### src/rtl/ram_port_arbiter.sv
// ram_port_arbiter
//
// Serialises every RAM access of the two pipeline requesters (stage-1
// fetcher, read-only; stage-2 executor, read/write) onto one shared path.
// Each access asks the MMU for a logical-to-physical translation, drives
// the block-RAM port for one cycle and returns data with a one-cycle ack.
//
// State table:
//   state  | meaning
//   -------+--------------------------------------------------------------
//   IDLE   | no transaction; pick an eligible requester (round-robin tie)
//   XLATE  | mmu_req high, waiting for mmu_done or the translation timeout
//   ACCESS | one cycle of ram_en at the translated physical address
//   RESP   | RAM data valid on ram_dout; ack/err/rdata registered on exit
//
// Ports:
//   clk, rst                      system clock, async active-low reset
//   fe_req/fe_addr/fe_flush       fetcher read request, address, flush
//   fe_ack/fe_rdata/fe_err        fetcher response (ack is a 1-cycle pulse)
//   ex_req/ex_we/ex_addr/ex_wdata executor request (read or write)
//   ex_ack/ex_rdata/ex_err        executor response (rdata held on writes)
//   mmu_req/mmu_vaddr             translation request (high in XLATE)
//   mmu_done/mmu_err/mmu_paddr    translation result
//   ram_en/ram_we/ram_addr/ram_wdata  block-RAM port
//   ram_dout                      RAM read data, registered by the RAM
//   busy                          high whenever a transaction is in flight
module ram_port_arbiter #(
  parameter int ADDR_W      = 10,
  parameter int DATA_W      = 8,
  parameter int MMU_TIMEOUT = 15
) (
  input  logic              clk,
  input  logic              rst,

  input  logic              fe_req,
  input  logic [ADDR_W-1:0] fe_addr,
  input  logic              fe_flush,
  output logic              fe_ack,
  output logic [DATA_W-1:0] fe_rdata,
  output logic              fe_err,

  input  logic              ex_req,
  input  logic              ex_we,
  input  logic [ADDR_W-1:0] ex_addr,
  input  logic [DATA_W-1:0] ex_wdata,
  output logic              ex_ack,
  output logic [DATA_W-1:0] ex_rdata,
  output logic              ex_err,

  output logic              mmu_req,
  output logic [ADDR_W-1:0] mmu_vaddr,
  input  logic              mmu_done,
  input  logic              mmu_err,
  input  logic [ADDR_W-1:0] mmu_paddr,

  output logic              ram_en,
  output logic              ram_we,
  output logic [ADDR_W-1:0] ram_addr,
  output logic [DATA_W-1:0] ram_wdata,
  input  logic [DATA_W-1:0] ram_dout,

  output logic              busy
);

  typedef enum logic [1:0] {
    IDLE   = 2'd0,
    XLATE  = 2'd1,
    ACCESS = 2'd2,
    RESP   = 2'd3
  } state_t;

  localparam logic OWN_FE = 1'b0;
  localparam logic OWN_EX = 1'b1;

  // The timeout counter is 4 bits, so the usable limit is 1..16 cycles.
  localparam int TO_CLAMP = (MMU_TIMEOUT < 1)  ? 1 :
                            (MMU_TIMEOUT > 16) ? 16 : MMU_TIMEOUT;
  // cnt holds the number of XLATE cycles already completed; the cycle in
  // which it equals TO_LAST is the last one allowed before erroring out.
  localparam logic [3:0] TO_LAST = 4'(TO_CLAMP - 1);
  localparam logic [3:0] CNT_MAX = 4'hF;

  state_t            state;
  state_t            state_next;

  logic              owner;
  logic              last_grant;
  logic              we_q;
  logic              err_q;
  logic              flushed;
  logic [ADDR_W-1:0] addr_q;
  logic [ADDR_W-1:0] paddr_q;
  logic [DATA_W-1:0] wdata_q;
  logic [3:0]        cnt;

  logic              fe_elig;
  logic              ex_elig;
  logic              grant_any;
  logic              grant_owner;
  logic              timeout;
  logic              xlate_ok;
  logic              xlate_fail;
  logic              fe_suppress;

  // --------------------------------------------------------------------
  // Arbitration and translation decode
  // --------------------------------------------------------------------
  always_comb begin
    // A requester whose ack is high this cycle still holds req from the
    // finished access; it must not be granted a second time.
    fe_elig   = fe_req & ~fe_ack & ~fe_flush;
    ex_elig   = ex_req & ~ex_ack;
    grant_any = fe_elig | ex_elig;

    if (fe_elig && ex_elig) begin
      grant_owner = ~last_grant;
    end else if (ex_elig) begin
      grant_owner = OWN_EX;
    end else begin
      grant_owner = OWN_FE;
    end

    timeout     = (cnt == TO_LAST);
    xlate_ok    = mmu_done & ~mmu_err;
    xlate_fail  = (mmu_done & mmu_err) | (~mmu_done & timeout);

    // A flush landing on the RESP edge itself also kills the fetcher ack.
    fe_suppress = flushed | fe_flush;
  end

  // --------------------------------------------------------------------
  // FSM: state register
  // --------------------------------------------------------------------
  always_ff @(posedge clk or negedge rst) begin
    if (!rst) begin
      state <= IDLE;
    end else begin
      state <= state_next;
    end
  end

  // --------------------------------------------------------------------
  // FSM: next-state logic
  // --------------------------------------------------------------------
  always_comb begin
    state_next = state;
    case (state)
      IDLE: begin
        if (grant_any) begin
          state_next = XLATE;
        end
      end
      XLATE: begin
        if (xlate_ok) begin
          state_next = ACCESS;
        end else if (xlate_fail) begin
          state_next = RESP;
        end
      end
      ACCESS:  state_next = RESP;
      RESP:    state_next = IDLE;
      default: state_next = IDLE;
    endcase
  end

  // --------------------------------------------------------------------
  // FSM: outputs decoded from state
  // --------------------------------------------------------------------
  always_comb begin
    mmu_req   = (state == XLATE);
    ram_en    = (state == ACCESS);
    // Decoded from state so an async reset during ACCESS drops the write
    // enable before the RAM can clock it.
    ram_we    = (state == ACCESS) & we_q;
    busy      = (state != IDLE);
    mmu_vaddr = addr_q;
    ram_addr  = paddr_q;
    ram_wdata = wdata_q;
  end

  // --------------------------------------------------------------------
  // Transaction context: latched on grant, updated through the access
  // --------------------------------------------------------------------
  always_ff @(posedge clk or negedge rst) begin
    if (!rst) begin
      owner      <= OWN_FE;
      last_grant <= OWN_EX;
      addr_q     <= '0;
      we_q       <= 1'b0;
      wdata_q    <= '0;
      paddr_q    <= '0;
      err_q      <= 1'b0;
      flushed    <= 1'b0;
      cnt        <= '0;
    end else begin
      case (state)
        IDLE: begin
          if (grant_any) begin
            owner      <= grant_owner;
            last_grant <= grant_owner;
            if (grant_owner == OWN_EX) begin
              addr_q  <= ex_addr;
              we_q    <= ex_we;
              wdata_q <= ex_wdata;
            end else begin
              addr_q  <= fe_addr;
              we_q    <= 1'b0;
              wdata_q <= '0;
            end
            err_q   <= 1'b0;
            flushed <= 1'b0;
            cnt     <= '0;
          end
        end
        XLATE: begin
          if (xlate_ok) begin
            paddr_q <= mmu_paddr;
          end else if (xlate_fail) begin
            err_q <= 1'b1;
          end
          if (cnt != CNT_MAX) begin
            cnt <= cnt + 4'd1;
          end
          if (owner == OWN_FE && fe_flush) begin
            flushed <= 1'b1;
          end
        end
        ACCESS: begin
          if (owner == OWN_FE && fe_flush) begin
            flushed <= 1'b1;
          end
        end
        RESP: begin
          flushed <= 1'b0;
        end
        default: begin
          flushed <= 1'b0;
        end
      endcase
    end
  end

  // --------------------------------------------------------------------
  // Response registers: ack/err pulse for one cycle after RESP
  // --------------------------------------------------------------------
  always_ff @(posedge clk or negedge rst) begin
    if (!rst) begin
      fe_ack   <= 1'b0;
      fe_err   <= 1'b0;
      fe_rdata <= '0;
      ex_ack   <= 1'b0;
      ex_err   <= 1'b0;
      ex_rdata <= '0;
    end else begin
      fe_ack <= 1'b0;
      fe_err <= 1'b0;
      ex_ack <= 1'b0;
      ex_err <= 1'b0;
      if (state == RESP) begin
        if (owner == OWN_EX) begin
          ex_ack <= 1'b1;
          ex_err <= err_q;
          if (!we_q && !err_q) begin
            ex_rdata <= ram_dout;
          end
        end else if (!fe_suppress) begin
          fe_ack <= 1'b1;
          fe_err <= err_q;
          if (!err_q) begin
            fe_rdata <= ram_dout;
          end
        end
      end
    end
  end

endmodule
### config.mk
export PLATFORM = sky130hd
export DESIGN_NAME = ram_port_arbiter
export DESIGN_NICKNAME = d
export VERILOG_FILES = /design/src/rtl/ram_port_arbiter.sv
export SDC_FILE = /design/constraint.sdc
export NUM_CORES = 1
export LEC_CHECK = 0
export ABC_AREA = 1
export CORE_ASPECT_RATIO = 1.4
export CORE_MARGIN = 10
export CORE_UTILIZATION = 47
export DETAILED_ROUTE_END_ITERATION = 6
export PLACE_DENSITY = 0.95
export SETUP_SLACK_MARGIN = 0.5
export SLEW_MARGIN = 20
export SYNTH_ARGS = -nofsm -noshare
export SYNTH_HDL_FRONTEND = slang
export SYNTH_SLANG_ARGS = --single-unit
### constraint.sdc
create_clock -name clk -period 2.5 [get_ports clk]
set_input_delay 0.375 -clock clk [delete_from_list [all_inputs] [get_ports clk]]
set_output_delay 0.375 -clock clk [all_outputs]
set_load 0.01 [all_outputs]
==> impl_results.html, run 1 <==
<table>
<tr><th>Metric</th><th>Value</th></tr>
<tr><th colspan="2">Status</th></tr>
<tr><td>Result of the run</td><td>finished, final reports clean</td></tr>
<tr><th colspan="2">Detailed routing</th></tr>
<tr><td>Number of detailed-routing iterations run before antenna repair</td><td>4</td></tr>
<tr><td>WL per Instance</td><td>15.91 µm</td></tr>
<tr><td>Via-per-instance ratio</td><td>4.886</td></tr>
<tr><td>DRC errors left</td><td>0</td></tr>
<tr><td>Number of violations reported at the end of detailed-routing iteration 0</td><td>165</td></tr>
<tr><td>Routed wire length</td><td>7941 µm</td></tr>
<tr><td>Remaining antenna violation count</td><td>0</td></tr>
<tr><td>Overall via count from detail_route</td><td>2,438</td></tr>
<tr><th colspan="2">STA</th></tr>
<tr><td>Tcrit/Tclk final</td><td>79.09%</td></tr>
<tr><td>Tightest slew margin relative to the limit</td><td>57.16%</td></tr>
<tr><td>Slew Viols, Final</td><td>0</td></tr>
<tr><td>Setup repair after global routing missed its margin</td><td>true</td></tr>
<tr><td>Final worst setup slack</td><td>522.8 ps</td></tr>
<tr><td>Total Negative Setup Slacks</td><td>0 ps</td></tr>
<tr><td>Slew at the pin closest to its max-slew limit</td><td>642.6 ps</td></tr>
<tr><td>Final Critical Period</td><td>1977 ps</td></tr>
<tr><td>Total of endpoints with negative setup slack in the final report</td><td>0</td></tr>
<tr><td>Max Clk Rate</td><td>505.8 MHz</td></tr>
<tr><td>Setup Skew</td><td>8.566 ps</td></tr>
<tr><td>Fin. Hold Viols</td><td>0</td></tr>
<tr><th colspan="2">Worst setup path</th></tr>
<tr><td>Timing endpoint of the critical path</td><td>mmu_req</td></tr>
<tr><td>Critical path endpoint category</td><td>primary output</td></tr>
<tr><td>R2R Path Start</td><td>state[0]</td></tr>
<tr><td>Number of cells traversed by the worst register-to-register path</td><td>7</td></tr>
<tr><td>Startpoint kind of the worst setup timing path</td><td>flop</td></tr>
<tr><td>R2R Path End</td><td>ex_rdata[6]</td></tr>
<tr><td>Flop2flop setup slack</td><td>770 ps</td></tr>
<tr><td>Required time of the critical path</td><td>2120 ps</td></tr>
<tr><td>Signal arrival time at the worst endpoint</td><td>1600 ps</td></tr>
<tr><td>Type of the worst setup path</td><td>flop to primary output</td></tr>
<tr><td>Worst Setup SP</td><td>state[1]</td></tr>
<tr><td>Crit-path max FO</td><td>6</td></tr>
<tr><th colspan="2">Synthesis</th></tr>
<tr><td>Most common cell in the netlist</td><td>sky130_fd_sc_hd__nand2_1</td></tr>
<tr><td>Count of distinct cell types in the synthesized netlist</td><td>24</td></tr>
<tr><td>Number of flops mapped to enable cells by yosys</td><td>0</td></tr>
<tr><td>Nets in the synthesized netlist</td><td>370</td></tr>
<tr><td>Post-Synthesis Mean Instance Area</td><td>8.750 µm²</td></tr>
<tr><td>Share of the synthesized area in the top cell type</td><td>53.68%</td></tr>
<tr><td>Yosys top cell by area</td><td>sky130_fd_sc_hd__dfrtp_1</td></tr>
<tr><td>Number of instances in the synthesized netlist</td><td>309</td></tr>
<tr><td>Most used flip-flop cell after synthesis</td><td>sky130_fd_sc_hd__dfrtp_1</td></tr>
<tr><td>Part of the Yosys area used for sequential elements</td><td>54.65%</td></tr>
<tr><td>Area of the mapped netlist</td><td>2704 µm²</td></tr>
<tr><td>Post-synthesis register bit count</td><td>59</td></tr>
<tr><td>Fraction of registers with async set or reset after synthesis</td><td>100.0%</td></tr>
<tr><td>Leading post-synthesis cells by cell area</td><td>sky130_fd_sc_hd__dfrtp_1 54%, sky130_fd_sc_hd__nand2_1 14%, sky130_fd_sc_hd__inv_1 6.5%, sky130_fd_sc_hd__nand3_1 5.7%, sky130_fd_sc_hd__o21ai_0 4.3%</td></tr>
<tr><td>Yosys warns</td><td>0</td></tr>
<tr><td>Most common library cells after synthesis</td><td>98 x sky130_fd_sc_hd__nand2_1, 58 x sky130_fd_sc_hd__dfrtp_1, 47 x sky130_fd_sc_hd__inv_1</td></tr>
<tr><th colspan="2">Power</th></tr>
<tr><td>Static leakage power</td><td>2.051 nW</td></tr>
<tr><td>Maximum resistive drop on vdd</td><td>803.3 µV</td></tr>
<tr><td>Power density relative to cell area</td><td>1193 nW/µm²</td></tr>
<tr><th colspan="2">Cells and area</th></tr>
<tr><td>Share of final-layout standard cells stronger than drive strength 1</td><td>11.83%</td></tr>
<tr><td>Syn-to-layout area delta</td><td>51.50%</td></tr>
<tr><td>Number of diodes added for antenna fixing</td><td>0</td></tr>
<tr><td>Number of nets at the end of the flow</td><td>487</td></tr>
<tr><td>Utilization after layout</td><td>73.61%</td></tr>
<tr><td>Final Instance Count excl. Fillers</td><td>499</td></tr>
<tr><th colspan="2">Clock tree</th></tr>
<tr><td>Number of buffers created by CTS</td><td>9</td></tr>
<tr><td>Insertion delay of the later-clocked pin in the worst-skew pair</td><td>330 ps</td></tr>
<tr><td>Post-CTS Hold Buffers</td><td>0</td></tr>
<tr><td>Buffers from clock root to sink, at most</td><td>2</td></tr>
<tr><td>Htree depth</td><td>3</td></tr>
<tr><td>Clock Pin Slew Worst Setup and Hold Paths</td><td>70 ps</td></tr>
<tr><td>Cell at the root of the clock tree</td><td>sky130_fd_sc_hd__clkbuf_8</td></tr>
<tr><td>CTS Sinks</td><td>59</td></tr>
<tr><td>Clock tree from TritonCTS</td><td>done</td></tr>
<tr><th colspan="2">Die</th></tr>
<tr><td># IOs</td><td>106</td></tr>
<tr><td>Die extent in x</td><td>84.10 µm</td></tr>
<tr><td>Row count</td><td>32</td></tr>
<tr><td>Core box area</td><td>5565 µm²</td></tr>
<tr><td>Die Footprint</td><td>9230 µm²</td></tr>
<tr><td>Die Ht</td><td>109.7 µm</td></tr>
<tr><td>Starting utilization of the core area</td><td>48.58%</td></tr>
<tr><th colspan="2">Placed design</th></tr>
<tr><td>Input/output buffers</td><td>105</td></tr>
<tr><td>Cell total after placement</td><td>477</td></tr>
<tr><td>Worst-case setup slack after placement</td><td>393.3 ps</td></tr>
<tr><td>Placer's final routability congestion estimate</td><td>0.8104</td></tr>
<tr><td>Post-DP HPWL</td><td>6080 µm</td></tr>
<tr><th colspan="2">GRT</th></tr>
<tr><td>Initial antenna violation count</td><td>0</td></tr>
<tr><td>Maximum number of pins on one net before global-route repair</td><td>33</td></tr>
<tr><td>Total congestion overflow</td><td>0</td></tr>
<tr><td>Total GRT Usage</td><td>17.19%</td></tr>
<tr><td>Global-route wire length before repair</td><td>12,670 µm</td></tr>
<tr><td>Number of global-route vias before repair</td><td>2,555</td></tr>
<tr><th colspan="2">Min path</th></tr>
<tr><td>Hold Crit Class</td><td>input port to asynchronous set/reset pin</td></tr>
<tr><th colspan="2">Run</th></tr>
<tr><td>Max Cap Violations</td><td>0</td></tr>
</table>
## metrics by stage
stage	hold slack, ps	instance area, µm²	power, mW
global route	114.0	4096	5.234
finish	68.05	4096	4.888
floorplan	79.41	2704	2.693
CTS	75.45	4049	4.851
detailed placement	440.3	3815	3.836
global placement	422.3	3815	3.729
## how the worst min path moves through the flow
| stage | startpoint | end | slack [ps] | cells past startpoint |
|---|---|---|---|---|
| after floorplan | rst | cnt[0] | 80 | 0 |
| after global placement | rst | fe_rdata[2] | 420 | 1 |
| after detailed placement | rst | fe_rdata[2] | 440 | 1 |
| after CTS | rst | ex_rdata[3] | 80 | 1 |
| after global routing | rst | ex_rdata[3] | 110 | 1 |
| final | rst | ex_rdata[3] | 70 | 1 |
## state kept, by name, indices dropped and copies added, names as in the netlist, 2 cells and up
name       cells
mmu_vaddr     10
cnt            4
ram_wdata      8
state          2
fe_rdata       8
ex_rdata       8
ram_addr      10
## cells by family (layout without fill, tap and decap cells)
group                    count (synthesis)  count (layout)  share of synthesized area (%)
AO/OA/AOI/OAI                           27              27                          5.507
adder cells (fa/ha/maj)                  7               7                          3.239
buffers and inverters                   57             179                          8.839
flip-flops                              59              59                          54.65
multiplexers                            10              10                          4.165
AND/OR/NAND/NOR                        149             149                          23.60
## worst max-delay path: stages (launching register included)
cell and delay, ps:
sky130_fd_sc_hd__dfrtp_1 430, sky130_fd_sc_hd__inv_2 120, sky130_fd_sc_hd__ha_4 180, sky130_fd_sc_hd__clkdlybuf4s50_1 540
## power breakdown
group | switching [mW] | internal (mW) | leakage, nW
clock | 0.375 | 0.610 | 0.119
sequential | 0.273 | 1.40 | 0.738
combinational | 1.08 | 1.16 | 1.19
total | 1.73 | 3.16 | 2.05
## per-layer routing
| metal | vias up | share of wire (%) | GRT usage (%) |
|---|---|---|---|
| met1 | 1137 | 35 | 17.17 |
| li1 | 1197 | - | - |
| met3 | 16 | 9.0 | 7.476 |
| met5 | - | 0 | 0 |
| met2 | 88 | 54 | 30.61 |
| met4 | 0 | 2.2 | 7.314 |
## cell usage in the layout, fill, tap and decap left out, types with 2 or more instances in the layout
cell / n
sky130_fd_sc_hd__buf_4: 8
sky130_fd_sc_hd__bufinv_16: 2
sky130_fd_sc_hd__clkbuf_8: 11
sky130_fd_sc_hd__clkdlybuf4s50_1: 102
sky130_fd_sc_hd__clkinv_2: 3
sky130_fd_sc_hd__dfrtp_1: 58
sky130_fd_sc_hd__dlygate4sd2_1: 2
sky130_fd_sc_hd__ha_1: 6
sky130_fd_sc_hd__inv_1: 45
sky130_fd_sc_hd__inv_2: 4
sky130_fd_sc_hd__mux2_2: 10
sky130_fd_sc_hd__nand2_1: 98
sky130_fd_sc_hd__nand2_2: 2
sky130_fd_sc_hd__nand3_1: 31
sky130_fd_sc_hd__nand3_2: 2
sky130_fd_sc_hd__nand4_1: 3
sky130_fd_sc_hd__nor2_1: 9
sky130_fd_sc_hd__o21ai_0: 23
sky130_fd_sc_hd__or2_2: 2
## final cells by class
| class | instances | area, µm² |
|---|---|---|
| sequential | 59 | 1478 |
| fill | 384 | 1469 |
| timing repair buffer | 114 | 1124 |
| multi-input combinational | 193 | 999.7 |
| inverter | 49 | 183.9 |
| clock buffer | 11 | 151.4 |
| tap | 68 | 85.08 |
| clock inverter | 5 | 75.07 |
## timing repair
action / 4_1_cts / 5_1_grt
buffers inserted: 1 / 5
gates resized for setup: 3 / 3
setup endpoints to repair: 4 / 2
(Power assumes the default switching activity.)
==> inputs of run 2 (changes only) <==
--- a/config.mk
+++ b/config.mk
@@ -8,9 +8,9 @@
 export ABC_AREA = 1
 export CORE_ASPECT_RATIO = 1.4
 export CORE_MARGIN = 10
-export CORE_UTILIZATION = 47
+export CORE_UTILIZATION = 39
 export DETAILED_ROUTE_END_ITERATION = 6
-export PLACE_DENSITY = 0.95
+export PLACE_DENSITY = 0.87
 export SETUP_SLACK_MARGIN = 0.5
 export SLEW_MARGIN = 20
 export SYNTH_ARGS = -nofsm -noshare
==> constraint.sdc (replaced) <==
create_clock -name clk -period 1.7 [get_ports clk]
set_input_delay 0.255 -clock clk [delete_from_list [all_inputs] [get_ports clk]]
set_output_delay 0.255 -clock clk [all_outputs]
set_load 0.01 [all_outputs]
==> run 2 against run 1 <==
Sequential cell count unchanged. Clock skew down 0.96 ps. Critical path depth is 2 higher. Core utilization down 6.2 points. Combinational power rose by 86%. Worst hold slack gained 370 ps. First-iteration DRC count down 32%. Setup slack got worse by 320 ps. Sequential power is 47% higher. Global-route usage fell by 0.18 points. Critical endpoint is now busy. Largest power group unchanged.
==> impl_results.html, run 2 (same netlist as run 1, synthesis figures left out) <==
<table>
<tr><th>Metric</th><th>Value</th></tr>
<tr><th colspan="2">Worst setup path</th></tr>
<tr><td>Type of the worst setup path</td><td>flop to primary output (unchanged)</td></tr>
<tr><td>Crit-path max FO</td><td>3 (was 6)</td></tr>
<tr><td>Flop2flop setup slack</td><td>230 ps (was 770 ps)</td></tr>
<tr><td>Critical path endpoint category</td><td>primary output (unchanged)</td></tr>
<tr><td>Startpoint kind of the worst setup timing path</td><td>flop (unchanged)</td></tr>
<tr><td>Signal arrival time at the worst endpoint</td><td>1250 ps (was 1600 ps)</td></tr>
<tr><td>Required time of the critical path</td><td>1440 ps (was 2120 ps)</td></tr>
<tr><th colspan="2">GRT</th></tr>
<tr><td>Global-route track usage on met3</td><td>5.636% (was 7.476%)</td></tr>
<tr><td>Number of global-route vias before repair</td><td>2,876 (was 2,555)</td></tr>
<tr><td>Most congested layer reported by global routing</td><td>met2 (unchanged)</td></tr>
<tr><td>Global Route met2 Usage</td><td>30.62% (was 30.61%)</td></tr>
<tr><td>Total congestion overflow</td><td>0 (unchanged)</td></tr>
<tr><td>Global-route wire length before repair</td><td>14,870 µm (was 12,670 µm)</td></tr>
<tr><td>Maximum number of pins on one net before global-route repair</td><td>60 (was 33)</td></tr>
<tr><td>M1 GR Usage</td><td>17.79% (was 17.17%)</td></tr>
<tr><td>Total GRT Usage</td><td>17.01% (was 17.19%)</td></tr>
<tr><td>Initial antenna violation count</td><td>0 (unchanged)</td></tr>
<tr><th colspan="2">Cells and area</th></tr>
<tr><td>Number of nets at the end of the flow</td><td>505 (was 487)</td></tr>
<tr><td>Area occupied by registers</td><td>1479 µm² (was 1478 µm²)</td></tr>
<tr><td>Highest-count cells in the layout ignoring fill and taps</td><td>81 x sky130_fd_sc_hd__nand2_1, 57 x sky130_fd_sc_hd__dfrtp_1, 52 x sky130_fd_sc_hd__clkdlybuf4s50_1 (was 102 x sky130_fd_sc_hd__clkdlybuf4s50_1, 98 x sky130_fd_sc_hd__nand2_1, 58 x sky130_fd_sc_hd__dfrtp_1)</td></tr>
<tr><td>Share of final-layout standard cells stronger than drive strength 1</td><td>36.75% (was 11.83%)</td></tr>
<tr><td>Number of diodes added for antenna fixing</td><td>0 (unchanged)</td></tr>
<tr><td>Footprint of the multi-input gates</td><td>1364 µm² (was 999.7 µm²)</td></tr>
<tr><td>Final Instance Count excl. Fillers</td><td>541 (was 499)</td></tr>
<tr><td>Final design instance area without fill</td><td>4488 µm² (was 4096 µm²)</td></tr>
<tr><td>Filler cells</td><td>502 (was 384)</td></tr>
<tr><td>Syn-to-layout area delta</td><td>65.99% (was 51.50%)</td></tr>
<tr><td>Commonest non-fill, non-tap cell in the layout</td><td>sky130_fd_sc_hd__nand2_1 (was sky130_fd_sc_hd__clkdlybuf4s50_1)</td></tr>
<tr><th colspan="2">STA</th></tr>
<tr><td>Total Negative Setup Slacks</td><td>0 ps (unchanged)</td></tr>
<tr><td>Tightest slew margin relative to the limit</td><td>70.97% (was 57.16%)</td></tr>
<tr><td>Fin. Hold Viols</td><td>0 (unchanged)</td></tr>
<tr><td>Total of endpoints with negative setup slack in the final report</td><td>0 (unchanged)</td></tr>
<tr><td>Minimum hold slack</td><td>441.1 ps (was 68.05 ps)</td></tr>
<tr><td>Setup repair after global routing missed its margin</td><td>true (unchanged)</td></tr>
<tr><td>Tcrit/Tclk final</td><td>88.34%</td></tr>
<tr><td>Final Critical Period</td><td>1502 ps</td></tr>
<tr><td>Slew at the pin closest to its max-slew limit</td><td>435.0 ps (was 642.6 ps)</td></tr>
<tr><td>Setup Skew</td><td>7.602 ps (was 8.566 ps)</td></tr>
<tr><td>Max Clk Rate</td><td>665.9 MHz</td></tr>
<tr><td>Slew Viols, Final</td><td>0 (unchanged)</td></tr>
<tr><th colspan="2">Placed design</th></tr>
<tr><td>Post-DP HPWL</td><td>5780 µm (was 6080 µm)</td></tr>
<tr><td>Placer's final routability congestion estimate</td><td>0.8101 (was 0.8104)</td></tr>
<tr><td>Cell total after placement</td><td>505 (was 477)</td></tr>
<tr><td>Input/output buffers</td><td>105 (unchanged)</td></tr>
<tr><td>Post-place instance area</td><td>3929 µm² (was 3815 µm²)</td></tr>
<tr><th colspan="2">Clock tree</th></tr>
<tr><td>Clock Pin Slew Worst Setup and Hold Paths</td><td>70 ps (about the same)</td></tr>
<tr><td>Clock tree from TritonCTS</td><td>done (unchanged)</td></tr>
<tr><td>Htree depth</td><td>3 (unchanged)</td></tr>
<tr><td>Cell at the root of the clock tree</td><td>sky130_fd_sc_hd__clkbuf_8 (unchanged)</td></tr>
<tr><td>CTS Sinks</td><td>59 (unchanged)</td></tr>
<tr><td>Insertion delay of the later-clocked pin in the worst-skew pair</td><td>340 ps (was 330 ps)</td></tr>
<tr><td>Buffers from clock root to sink, at most</td><td>2 (unchanged)</td></tr>
<tr><td>Number of buffers created by CTS</td><td>9 (unchanged)</td></tr>
<tr><th colspan="2">Detailed routing</th></tr>
<tr><td>Overall via count from detail_route</td><td>2,640 (was 2,438)</td></tr>
<tr><td>Number of violations reported at the end of detailed-routing iteration 0</td><td>112 (was 165)</td></tr>
<tr><td>Remaining antenna violation count</td><td>0 (unchanged)</td></tr>
<tr><td>Number of detailed-routing iterations run before antenna repair</td><td>4 (unchanged)</td></tr>
<tr><td>Routed wire length</td><td>9432 µm (was 7941 µm)</td></tr>
<tr><td>WL per Instance</td><td>17.43 µm (was 15.91 µm)</td></tr>
<tr><td>Via-per-instance ratio</td><td>4.880 (was 4.886)</td></tr>
<tr><td>DRC errors left</td><td>0 (unchanged)</td></tr>
<tr><th colspan="2">Die</th></tr>
<tr><td>Core box area</td><td>6656 µm² (was 5565 µm²)</td></tr>
<tr><td>Die Footprint</td><td>10,710 µm² (was 9230 µm²)</td></tr>
<tr><td>Die extent in x</td><td>90.37 µm (was 84.10 µm)</td></tr>
<tr><td>Row count</td><td>35 (was 32)</td></tr>
<tr><td>Starting utilization of the core area</td><td>40.62% (was 48.58%)</td></tr>
<tr><td># IOs</td><td>106 (unchanged)</td></tr>
<tr><td>Die Ht</td><td>118.5 µm (was 109.7 µm)</td></tr>
<tr><th colspan="2">Status</th></tr>
<tr><td>Result of the run</td><td>finished, final reports clean (unchanged)</td></tr>
<tr><th colspan="2">Min path</th></tr>
<tr><td>Hold Crit Class</td><td>input port to asynchronous set/reset pin (unchanged)</td></tr>
<tr><th colspan="2">Run</th></tr>
<tr><td>Max Cap Violations</td><td>0 (unchanged)</td></tr>
<tr><th colspan="2">Power</th></tr>
<tr><td>Maximum resistive drop on vdd</td><td>966.7 µV (was 803.3 µV)</td></tr>
<tr><td>Power density relative to cell area</td><td>1786 nW/µm² (was 1193 nW/µm²)</td></tr>
<tr><td>Total Power</td><td>8.015 mW (was 4.888 mW)</td></tr>
<tr><td>Static leakage power</td><td>2.256 nW (was 2.051 nW)</td></tr>
</table>
==> run 2: final cells by class <==
| type | count | area share (%) |
|---|---|---|
| clock buffers | 12 | 3.234 |
| flip-flops and latches | 59 | 32.95 |
| clock inverters | 4 | 1.645 |
| multi-input cells | 197 | 30.39 |
| inverters | 49 | 4.739 |
| repair inverters | 2 | 0.6133 |
| repair buffers | 126 | 23.86 |
| well taps | 92 | 2.565 |
==> run 2: path summary, 6_finish.rpt <==
path,from,end,cells after the start
hold / removal,rst,mmu_vaddr[9],3
hold reg to reg,mmu_vaddr[4],mmu_vaddr[4],2
setup / recovery,state[1],busy,5
max in group asynchronous,rst,last_grant,3
min in group clk,ex_wdata[7],ram_wdata[7],3
setup reg to reg,state[1],state[0],8
==> run 2: where the power goes <==
| group | total, mW | internal [mW] | switching (mW) | leakage, nW |
|---|---|---|---|---|
| Sequential | 2.45 | 2.06 | 0.393 | 0.737 |
| Clock | 1.43 | 0.867 | 0.561 | 0.111 |
| Combinational | 4.14 | 1.88 | 2.26 | 1.41 |
==> run 2: stage by stage <==
stage	util [%]	setup WS [ps]
4_1_cts	65.04	208.1
3_5_place_dp	59.02	32.58
6_report	67.42	198.3
5_1_grt	67.42	160.4
2_1_floorplan	-	387.0
3_3_place_gp	59.02	79.95
==> run 2: repair_timing <==
item                       in CTS  in global routing
hold buffers                    1                  0
gates cloned                    7                  1
gates resized for setup       266                 44
setup buffers                   9                  2
pin swaps                      16                 21
hold endpoints to repair       58                  0
setup endpoints to repair     107                 61
==> run 2: per-layer routing <==
metal	vias to the layer above	wire length (µm)
met1	1274	3446
li1	1246	-
met4	0	268
met2	98	5127
met5	-	0
met3	22	589
==> run 2: critical path, cell delays in order (launching register included) <==
cell and delay [ps]:
sky130_fd_sc_hd__dfrtp_1 390, sky130_fd_sc_hd__inv_2 100, sky130_fd_sc_hd__buf_6 110, sky130_fd_sc_hd__ha_4 150
sky130_fd_sc_hd__inv_6 50, sky130_fd_sc_hd__buf_6 110
==> inputs of run 3 (changes only) <==
==> constraint.sdc (replaced) <==
create_clock -name clk -period 1.7 [get_ports clk]
set_input_delay 0.34 -clock clk [delete_from_list [all_inputs] [get_ports clk]]
set_output_delay 0.34 -clock clk [all_outputs]
set_load 0.01 [all_outputs]
==> run 3 against run 2 <==
Cell area is 6.1% higher. Combinational power up 15%. Register-to-register slack got worse by 40 ps. Critical path type unchanged. Non-clock buffer count rose by 43. Final cell count increased by 7.6%. Core utilization rose by 4.1 points. Global-route usage fell by 0.45 points.
==> impl_results.html, run 3 (same netlist as run 1, synthesis figures left out) <==
<table>
<tr><th>Metric</th><th>Value</th></tr>
<tr><th colspan="2">Cells and area</th></tr>
<tr><td>Commonest non-fill, non-tap cell in the layout</td><td>sky130_fd_sc_hd__nand2_1 (unchanged)</td></tr>
<tr><td>Utilization after layout</td><td>71.56% (was 67.42%)</td></tr>
<tr><td>Number of diodes added for antenna fixing</td><td>0 (unchanged)</td></tr>
<tr><td>Share of final-layout standard cells stronger than drive strength 1</td><td>38.16% (was 36.75%)</td></tr>
<tr><td>Syn-to-layout area delta</td><td>76.17% (was 65.99%)</td></tr>
<tr><td>Number of nets at the end of the flow</td><td>546 (was 505)</td></tr>
<tr><td>Filler cells</td><td>484 (was 502)</td></tr>
<tr><td>Final Instance Count excl. Fillers</td><td>582 (was 541)</td></tr>
<tr><td>Highest-count cells in the layout ignoring fill and taps</td><td>85 x sky130_fd_sc_hd__nand2_1, 57 x sky130_fd_sc_hd__dfrtp_1, 55 x sky130_fd_sc_hd__buf_4 (was 81 x sky130_fd_sc_hd__nand2_1, 57 x sky130_fd_sc_hd__dfrtp_1, 52 x sky130_fd_sc_hd__clkdlybuf4s50_1)</td></tr>
<tr><th colspan="2">Die</th></tr>
<tr><td>Core box area</td><td>6656 µm² (unchanged)</td></tr>
<tr><td>Die extent in x</td><td>90.37 µm (unchanged)</td></tr>
<tr><td>Die Footprint</td><td>10,710 µm² (unchanged)</td></tr>
<tr><td>Die Ht</td><td>118.5 µm (unchanged)</td></tr>
<tr><td>Row count</td><td>35 (unchanged)</td></tr>
<tr><td># IOs</td><td>106 (unchanged)</td></tr>
<tr><td>Starting utilization of the core area</td><td>40.62% (unchanged)</td></tr>
<tr><th colspan="2">Clock tree</th></tr>
<tr><td>Post-CTS Hold Buffers</td><td>0 (was 1)</td></tr>
<tr><td>Buffers from clock root to sink, at most</td><td>2 (unchanged)</td></tr>
<tr><td>Clock tree from TritonCTS</td><td>done (unchanged)</td></tr>
<tr><td>Htree depth</td><td>3 (unchanged)</td></tr>
<tr><td>Number of buffers created by CTS</td><td>9 (unchanged)</td></tr>
<tr><td>CTS Sinks</td><td>59 (unchanged)</td></tr>
<tr><td>Insertion delay of the later-clocked pin in the worst-skew pair</td><td>340 ps (about the same)</td></tr>
<tr><td>Cell at the root of the clock tree</td><td>sky130_fd_sc_hd__clkbuf_8 (unchanged)</td></tr>
<tr><td>Clock Pin Slew Worst Setup and Hold Paths</td><td>70 ps (about the same)</td></tr>
<tr><th colspan="2">Placed design</th></tr>
<tr><td>Cell total after placement</td><td>508 (was 505)</td></tr>
<tr><td>Placer's final routability congestion estimate</td><td>0.8023 (was 0.8101)</td></tr>
<tr><td>Post-DP HPWL</td><td>5930 µm (was 5780 µm)</td></tr>
<tr><td>Input/output buffers</td><td>105 (unchanged)</td></tr>
<tr><th colspan="2">Detailed routing</th></tr>
<tr><td>WL per Instance</td><td>16.19 µm (was 17.43 µm)</td></tr>
<tr><td>Routed wire length</td><td>9420 µm (was 9432 µm)</td></tr>
<tr><td>DRC errors left</td><td>0 (unchanged)</td></tr>
<tr><td>Via-per-instance ratio</td><td>4.742 (was 4.880)</td></tr>
<tr><td>Number of violations reported at the end of detailed-routing iteration 0</td><td>224 (was 112)</td></tr>
<tr><td>Number of detailed-routing iterations run before antenna repair</td><td>5 (was 4)</td></tr>
<tr><td>Remaining antenna violation count</td><td>0 (unchanged)</td></tr>
<tr><td>Overall via count from detail_route</td><td>2,760 (was 2,640)</td></tr>
<tr><th colspan="2">GRT</th></tr>
<tr><td>Initial antenna violation count</td><td>0 (unchanged)</td></tr>
<tr><td>Total GRT Usage</td><td>16.56% (was 17.01%)</td></tr>
<tr><td>Total congestion overflow</td><td>0 (unchanged)</td></tr>
<tr><td>Number of global-route vias before repair</td><td>2,783 (was 2,876)</td></tr>
<tr><td>Maximum number of pins on one net before global-route repair</td><td>28 (was 60)</td></tr>
<tr><td>Global-route wire length before repair</td><td>14,400 µm (was 14,870 µm)</td></tr>
<tr><th colspan="2">Worst setup path</th></tr>
<tr><td>Critical path endpoint category</td><td>primary output (unchanged)</td></tr>
<tr><td>Signal arrival time at the worst endpoint</td><td>1220 ps (was 1250 ps)</td></tr>
<tr><td>Startpoint kind of the worst setup timing path</td><td>flop (unchanged)</td></tr>
<tr><td>Type of the worst setup path</td><td>flop to primary output (unchanged)</td></tr>
<tr><td>Required time of the critical path</td><td>1360 ps (was 1440 ps)</td></tr>
<tr><td>Crit-path max FO</td><td>3 (unchanged)</td></tr>
<tr><th colspan="2">STA</th></tr>
<tr><td>Final Critical Period</td><td>1560 ps (was 1502 ps)</td></tr>
<tr><td>Slew at the pin closest to its max-slew limit</td><td>653.4 ps (was 435.0 ps)</td></tr>
<tr><td>Slew Viols, Final</td><td>0 (unchanged)</td></tr>
<tr><td>Tcrit/Tclk final</td><td>91.79% (was 88.34%)</td></tr>
<tr><td>Total of endpoints with negative setup slack in the final report</td><td>0 (unchanged)</td></tr>
<tr><td>Setup repair after global routing missed its margin</td><td>true (unchanged)</td></tr>
<tr><td>Tightest slew margin relative to the limit</td><td>56.44% (was 70.97%)</td></tr>
<tr><td>Total Negative Setup Slacks</td><td>0 ps (unchanged)</td></tr>
<tr><td>Max Clk Rate</td><td>640.8 MHz (was 665.9 MHz)</td></tr>
<tr><td>Setup Skew</td><td>8.792 ps (was 7.602 ps)</td></tr>
<tr><td>Fin. Hold Viols</td><td>0 (unchanged)</td></tr>
<tr><th colspan="2">Power</th></tr>
<tr><td>Power density relative to cell area</td><td>1824 nW/µm² (was 1786 nW/µm²)</td></tr>
<tr><td>Total Power</td><td>8.686 mW (was 8.015 mW)</td></tr>
<tr><td>Static leakage power</td><td>2.480 nW (was 2.256 nW)</td></tr>
<tr><td>Maximum resistive drop on vdd</td><td>918.4 µV (was 966.7 µV)</td></tr>
<tr><th colspan="2">Min path</th></tr>
<tr><td>Hold Crit Class</td><td>input port to asynchronous set/reset pin (unchanged)</td></tr>
<tr><th colspan="2">Status</th></tr>
<tr><td>Result of the run</td><td>finished, final reports clean (unchanged)</td></tr>
<tr><th colspan="2">Run</th></tr>
<tr><td>Max Cap Violations</td><td>0 (unchanged)</td></tr>
</table>
==> run 3: what timing repair did <==
item / in CTS / in global routing
pin swaps: 4 / 3
cloned: 5 / 1
setup buffers: 30 / 22
resized for setup: 261 / 38
setup endpoints to repair: 107 / 106
endpoints found under the hold margin: 0 / 0
==> run 3: metrics by stage <==
stage,setup WS (ps),area [µm²],hold slack (ps)
6_report,139.5,4763,27.74
5_1_grt,100.4,4763,58.70
4_1_cts,151.2,4415,30.75
3_5_place_dp,11.50,3951,392.9
3_3_place_gp,69.36,3951,391.1
2_1_floorplan,387.0,2771,44.41
==> run 3: critical path, stage by stage, from the launching register on <==
cell and delay, ps:
sky130_fd_sc_hd__dfrtp_1 390, sky130_fd_sc_hd__inv_2 60, sky130_fd_sc_hd__buf_4 140, sky130_fd_sc_hd__ha_4 180, sky130_fd_sc_hd__buf_6 120
==> run 3: final timing paths <==
path | start | to | slack (ps) | depth (start not counted)
min in group clk | err_q | err_q | 490 | 2
max reg2reg | state[1] | mmu_vaddr[1] | 190 | 9
min | rst | mmu_vaddr[7] | 30 | 1
max in group asynchronous | rst | ex_rdata[4] | 1060 | 2
max | state[1] | mmu_req | 140 | 4
min reg2reg | err_q | err_q | 490 | 2
==> run 3: area by class of cell <==
type / instances / area (µm²) / area share, %
clock buffer: 12 / 145.1 / 3.047
clock inverter: 4 / 73.82 / 1.550
inverter: 49 / 196.4 / 4.124
multi-input combinational: 197 / 1254 / 26.32
sequential: 59 / 1479 / 31.05
tap: 92 / 115.1 / 2.417
timing repair buffer: 169 / 1500 / 31.49
==> run 3: layer usage <==
layer	part of all wire (%)	vias to the layer above	global-route usage [%]	wire [µm]
li1	-	1326	-	-
met1	38	1308	17.55	3604
met2	54	109	30.48	5097
met3	5.6	17	4.687	524
met4	2.1	0	5.589	194
met5	0	-	0	0
==> run 3: power breakdown <==
part / total, mW / switching (mW) / internal (mW) / leakage (nW)
Combinational: 4.76 / 2.20 / 2.56 / 1.63
Clock: 1.42 / 0.554 / 0.867 / 0.111
Sequential: 2.51 / 0.449 / 2.06 / 0.737
